### src/rtl/seg_countdown_display.sv
// rtl/seg_countdown_display.sv - double-dabble BCD conversion of a 0..31 count onto a scanned 8-position seven-segment display.
// Optional LEAD_ZERO_BLANK_EN: blank the tens position when the tens digit is zero.
module seg_countdown_display #(
  parameter int SCAN_DIV    = 100000,
  parameter int SCAN_DIGITS = 8
) (
  input  logic       clk,
  input  logic       rst,
  input  logic [4:0] count,
  output logic [7:0] seg,
  output logic [7:0] sel,
  output logic       busy
);

  localparam int PW = $clog2(SCAN_DIV);
  localparam logic [PW-1:0] PS_LAST = PW'(SCAN_DIV - 1);
  localparam logic [2:0] PTR_LAST = 3'(SCAN_DIGITS - 1);

  typedef enum logic [1:0] {IDLE, CONV, LOAD} state_t;

  state_t        state, state_nx;
  logic [4:0]    last_cnt, last_cnt_nx;
  logic [12:0]   sh, sh_nx;
  logic [2:0]    step, step_nx;
  logic [3:0]    tens_r, ones_r, tens_nx, ones_nx;
  logic          start;

  logic [3:0]    t_adj, o_adj;
  logic [12:0]   sh_shift;

  logic [PW-1:0] ps, ps_nx;
  logic [2:0]    ptr, ptr_nx;
  logic          scan_step;
  logic [7:0]    seg_nx, sel_nx;

  function automatic logic [7:0] seg7(input logic [3:0] d);
    case (d)
      4'd0:    seg7 = 8'h3F;
      4'd1:    seg7 = 8'h06;
      4'd2:    seg7 = 8'h5B;
      4'd3:    seg7 = 8'h4F;
      4'd4:    seg7 = 8'h66;
      4'd5:    seg7 = 8'h6D;
      4'd6:    seg7 = 8'h7D;
      4'd7:    seg7 = 8'h07;
      4'd8:    seg7 = 8'h7F;
      4'd9:    seg7 = 8'h6F;
      default: seg7 = 8'h00;
    endcase
  endfunction

  // One double-dabble step: add-3 correction on both BCD nibbles, then shift the whole register.
  assign t_adj    = (sh[12:9] >= 4'd5) ? sh[12:9] + 4'd3 : sh[12:9];
  assign o_adj    = (sh[8:5]  >= 4'd5) ? sh[8:5]  + 4'd3 : sh[8:5];
  assign sh_shift = {t_adj[2:0], o_adj, sh[4:0], 1'b0};

  assign busy = (state != IDLE);

  always_comb begin
    state_nx    = state;
    last_cnt_nx = last_cnt;
    sh_nx       = sh;
    step_nx     = step;
    tens_nx     = tens_r;
    ones_nx     = ones_r;
    start       = 1'b0;
    case (state)
      IDLE: start = (count != last_cnt);
      CONV: begin
        sh_nx   = sh_shift;
        step_nx = step + 3'd1;
        if (step == 3'd4) state_nx = LOAD;
      end
      LOAD: begin
        tens_nx  = sh[12:9];
        ones_nx  = sh[8:5];
        state_nx = IDLE;
        // Restart straight from LOAD so a late count change is never lost and busy stays high.
        start    = (count != last_cnt);
      end
      default: state_nx = IDLE;
    endcase
    if (start) begin
      last_cnt_nx = count;
      sh_nx       = {8'b0, count};
      step_nx     = 3'd0;
      state_nx    = CONV;
    end
  end

  always_comb begin
    ps_nx     = ps + 1'b1;
    ptr_nx    = ptr;
    scan_step = 1'b0;
    if (ps == PS_LAST) begin
      ps_nx     = '0;
      scan_step = 1'b1;
      ptr_nx    = (ptr == PTR_LAST) ? 3'd0 : ptr + 3'd1;
    end
    sel_nx = 8'h01 << ptr_nx;
    case (ptr_nx)
      3'd0:    seg_nx = seg7(ones_r);
`ifdef LEAD_ZERO_BLANK_EN
      3'd1:    seg_nx = (tens_r == 4'd0) ? 8'h00 : seg7(tens_r);
`else
      3'd1:    seg_nx = seg7(tens_r);
`endif
      default: seg_nx = 8'h00;
    endcase
  end

  always_ff @(posedge clk or posedge rst) begin
    if (rst) begin
      state    <= IDLE;
      last_cnt <= 5'd0;
      sh       <= 13'd0;
      step     <= 3'd0;
      tens_r   <= 4'd0;
      ones_r   <= 4'd0;
    end else begin
      state    <= state_nx;
      last_cnt <= last_cnt_nx;
      sh       <= sh_nx;
      step     <= step_nx;
      tens_r   <= tens_nx;
      ones_r   <= ones_nx;
    end
  end

  // sel and seg only move on a scan step, using the digit registers as they were before this edge.
  always_ff @(posedge clk or posedge rst) begin
    if (rst) begin
      ps  <= '0;
      ptr <= 3'd0;
      sel <= 8'h01;
      seg <= 8'h3F;
    end else begin
      ps  <= ps_nx;
      ptr <= ptr_nx;
      if (scan_step) begin
        sel <= sel_nx;
        seg <= seg_nx;
      end
    end
  end

endmodule
### config.mk
export PLATFORM = sky130hd
export DESIGN_NAME = seg_countdown_display
export DESIGN_NICKNAME = d
export VERILOG_FILES = /design/src/rtl/seg_countdown_display.sv
export SDC_FILE = /design/constraint.sdc
export NUM_CORES = 1
export LEC_CHECK = 0
export ABC_CLOCK_PERIOD_IN_PS = 2400
export BUFFER_PORTS_ARGS = -buffer_cell sky130_fd_sc_hd__clkbuf_2
export CAP_MARGIN = 10
export CORE_MARGIN = 3
export CORE_UTILIZATION = 50
export DETAILED_ROUTE_END_ITERATION = 7
export PLACE_DENSITY = 0.68
export SLEW_MARGIN = 20
export SYNTH_ARGS = -nofsm -noshare
export SYNTH_HDL_FRONTEND = slang
export SYNTH_SLANG_ARGS = --single-unit
### constraint.sdc
create_clock -name clk -period 2.4 [get_ports clk]
set_input_delay 0 -clock clk [delete_from_list [all_inputs] [get_ports clk]]
set_output_delay 0 -clock clk [all_outputs]
set_load 0.005 [all_outputs]
==> flow_metrics.tcl <==
set metrics [dict create \
    swShare 0.3425 \
    grt_usage 0.1753 \
    dieArea_sq_mm 0.007792 \
    dp_hpwl_mm 4.181 \
    hold_viol 0 \
    worstSetupStartpointType "register" \
    setup_violations 0 \
    clk_path_buf_depth 2 \
    num_antenna_cells 0 \
    path_cells "ha_1, and4_1, nand2_2, or3_1, a22oi_1, o21ai_1" \
    root_buffer "clkbuf_8" \
    cp.depth 6 \
    final_cell_mix "dfrtp_1 (59), nand2_1 (43), clkbuf_2 (22)" \
    dp.cells 422 \
    min_path_type "primary input to asynchronous set/reset pin" \
    synth_edf_count 0 \
    critPathBufInv 0 \
    relSlewSlack 0.5585 \
    synth_flop_cell "dfrtp_1" \
    path_clk_slew_ns 0.07 \
    fin_worst_skew_ns 0.007726 \
    worstPathMaxFanout 19 \
    cp-endpoint "seg[6]" \
    cts_max_level 3 \
    final_antenna_net_count 0 \
    rsz0062_at_grt "no" \
    port_buffers 22 \
    ctsResizeCount 0 \
    dieHeight_um 88.28 \
    grt_max_degree 37 \
    avgViaCountPerCell 5.268 \
    ys_types 48 \
    avgSynthCellArea_sq_um 10.26 \
    period_share 0.9126 \
    stdcell_count 444 \
    critPathSlowestCell "or3_1" \
    cts_setup_buffers 0 \
    period_needed_ns 2.190 \
    critPathArrivalTime_ns 2.41 \
    antenna_found_initial 0 \
    r2r_end "seg[6]" \
    synthesis.nets 354 \
    synth_seq_cells 66 \
    grt-ovfl-total 0 \
    reg2reg_slack_ns 0.21 \
    reg2reg_from "ps[0]" \
    final_nets 386 \
    placementRows 29 \
    clkSinkCount 66 \
    cts_tree "yes" \
    p_leak_nw 1.778 \
    grt_pass1_wl_mm 10.66 \
    place_ws_ns 0.2196 \
    fmaxAchievable_mhz 456.6 \
    async_flop_share 1.000 \
    dr.pass1.iters 5 \
    wire_per_inst_um 13.52 \
    dr_total_vias 2339 \
    vdd_drop_max_mv 0.7729 \
    total_power_mw 3.576 \
    clkPwrFrac 0.230 \
    pin_count 24 \
    seq_power_share 0.446 \
    ys_warn_count 0 \
    syn_area_sq_mm 0.003384 \
    slew_violations 0 \
    internal_power_mw 2.351 \
    cap_viol_max_count 0 \
    outcome "complete, no violations" \
    fin_setup_tns_ns 0 \
    place.gp.congestion 0.7889 \
    criticalPathCategory "register to register" \
    worst_pin_slew_ns 0.6612 \
    die_w_um 88.28 \
    core-area_sq_mm 0.006459 \
    drive_above_1_share 0.1798 \
    areaGrowthSynthToFinish_pct 12.31 \
    insertion_delay_ns 0.34 \
    wirelength_mm 6.005 \
    final_core_util 0.5885 \
    comb_power_share 0.324 \
    layout_setup_ws_ns 0.2098 \
    layout_commonest_cell "dfrtp_1" \
    critPathCaptureType "register" \
    drt_iter0_drc 90 \
    start_util 0.5240 \
    setup.worst_path.start "ps[0]" \
    route.detailed.drc 0 \
    r2r_cells 6 \
    synth-seq-area-share 0.4906 \
    grt_pass1_vias 2336 \
    critical_path.max_stage_delay_ns 0.64 \
    power_per_cell_area_mw_per_mm2 940.7 \
    critPathTopFamily "simple AND/OR/NAND/NOR gates" \
    required_ns 2.62 \
    p_switching_mw 1.225 \
    numCtsBuffers 9 \
    syn_inst 330 \
]
per-stage QoR:
stage,instance area (sq um),hold slack (ns)
finish,3801,0.2956
global route,3801,0.3649
CTS,3801,0.3124
detailed placement,3571,0.1262
global placement,3571,0.1243
floorplan,3385,0.1168
kinds of logic (layout without fill, tap and decap cells):
group | Yosys count | count (layout) | share of synthesized area
xor+xnor | 21 | 21 | 0.05434
flops | 66 | 66 | 0.4906
fa+ha+maj | 17 | 17 | 0.06285
buf+inv | 28 | 65 | 0.03992
compound gates | 65 | 65 | 0.1168
other cells | 1 | 1 | 0.001108
simple gates | 118 | 118 | 0.1856
mux | 14 | 14 | 0.04880
area by class of cell:
cell class              instances  area, sq um
repair buffers                 33        220.2
fillers                       559         2658
inverters                      16        65.06
flip-flops and latches         66         1660
multi-input cells             236         1589
well taps                      77        96.34
clock buffers                  16        170.2
worst min path at each step:
stage / start / endpoint / depth (start not counted)
finish: rst / sh[2] / 3
global route: rst / last_cnt[1] / 3
CTS: rst / last_cnt[4] / 3
detailed placement: rst / last_cnt[4] / 2
global placement: rst / last_cnt[4] / 2
floorplan: count[0] / sh[0] / 2
flip-flops by register name, indices dropped and copies added (netlist names):
signal and flops:
sel 8, step 3, ones_r 4, tens_r 4, state 2, sh 13, ptr 3, ps 17
seg 7, last_cnt 5
tightest hold or removal path, cell delays in order:
cell and delay, ns:
dlygate4sd3_1 0.53, clkbuf_2 0.11, inv_2 0.48
Yosys cell counts, types with 7 or more instances:
cell	count	area (sq um)
o21ai_1	10	50.05
o21ai_0	17	85.08
dfrtp_1	59	1476
inv_1	15	56.30
ha_1	17	212.7
nor2_1	19	71.32
mux2_2	10	112.6
nand2b_1	11	68.82
nand2_1	43	161.4
xnor2_1	11	96.34
a21oi_1	12	60.06
nand3_1	12	60.06
xor2_1	10	87.58
dfstp_2	7	183.9
routing by layer:
layer  GRT usage  routed length, um
met1      0.2339               2948
met2      0.2787               2778
met3     0.03352                159
met4     0.07830                118
met5           0                  0
power groups by stage:
stage	Sequential [mW]	Combinational (mW)	Clock, mW
global route	1.64	1.35	0.896
floorplan	1.51	0.996	0
CTS	1.59	1.17	0.850
finish	1.59	1.16	0.824
detailed placement	1.61	1.16	0
global placement	1.60	1.14	0
timing repair:
item                       CTS  global route
setup endpoints to repair    0             0
hold endpoints to repair    38             0
hold buffers                 6             0
Note: power is estimated with default switching activity, not from simulation.
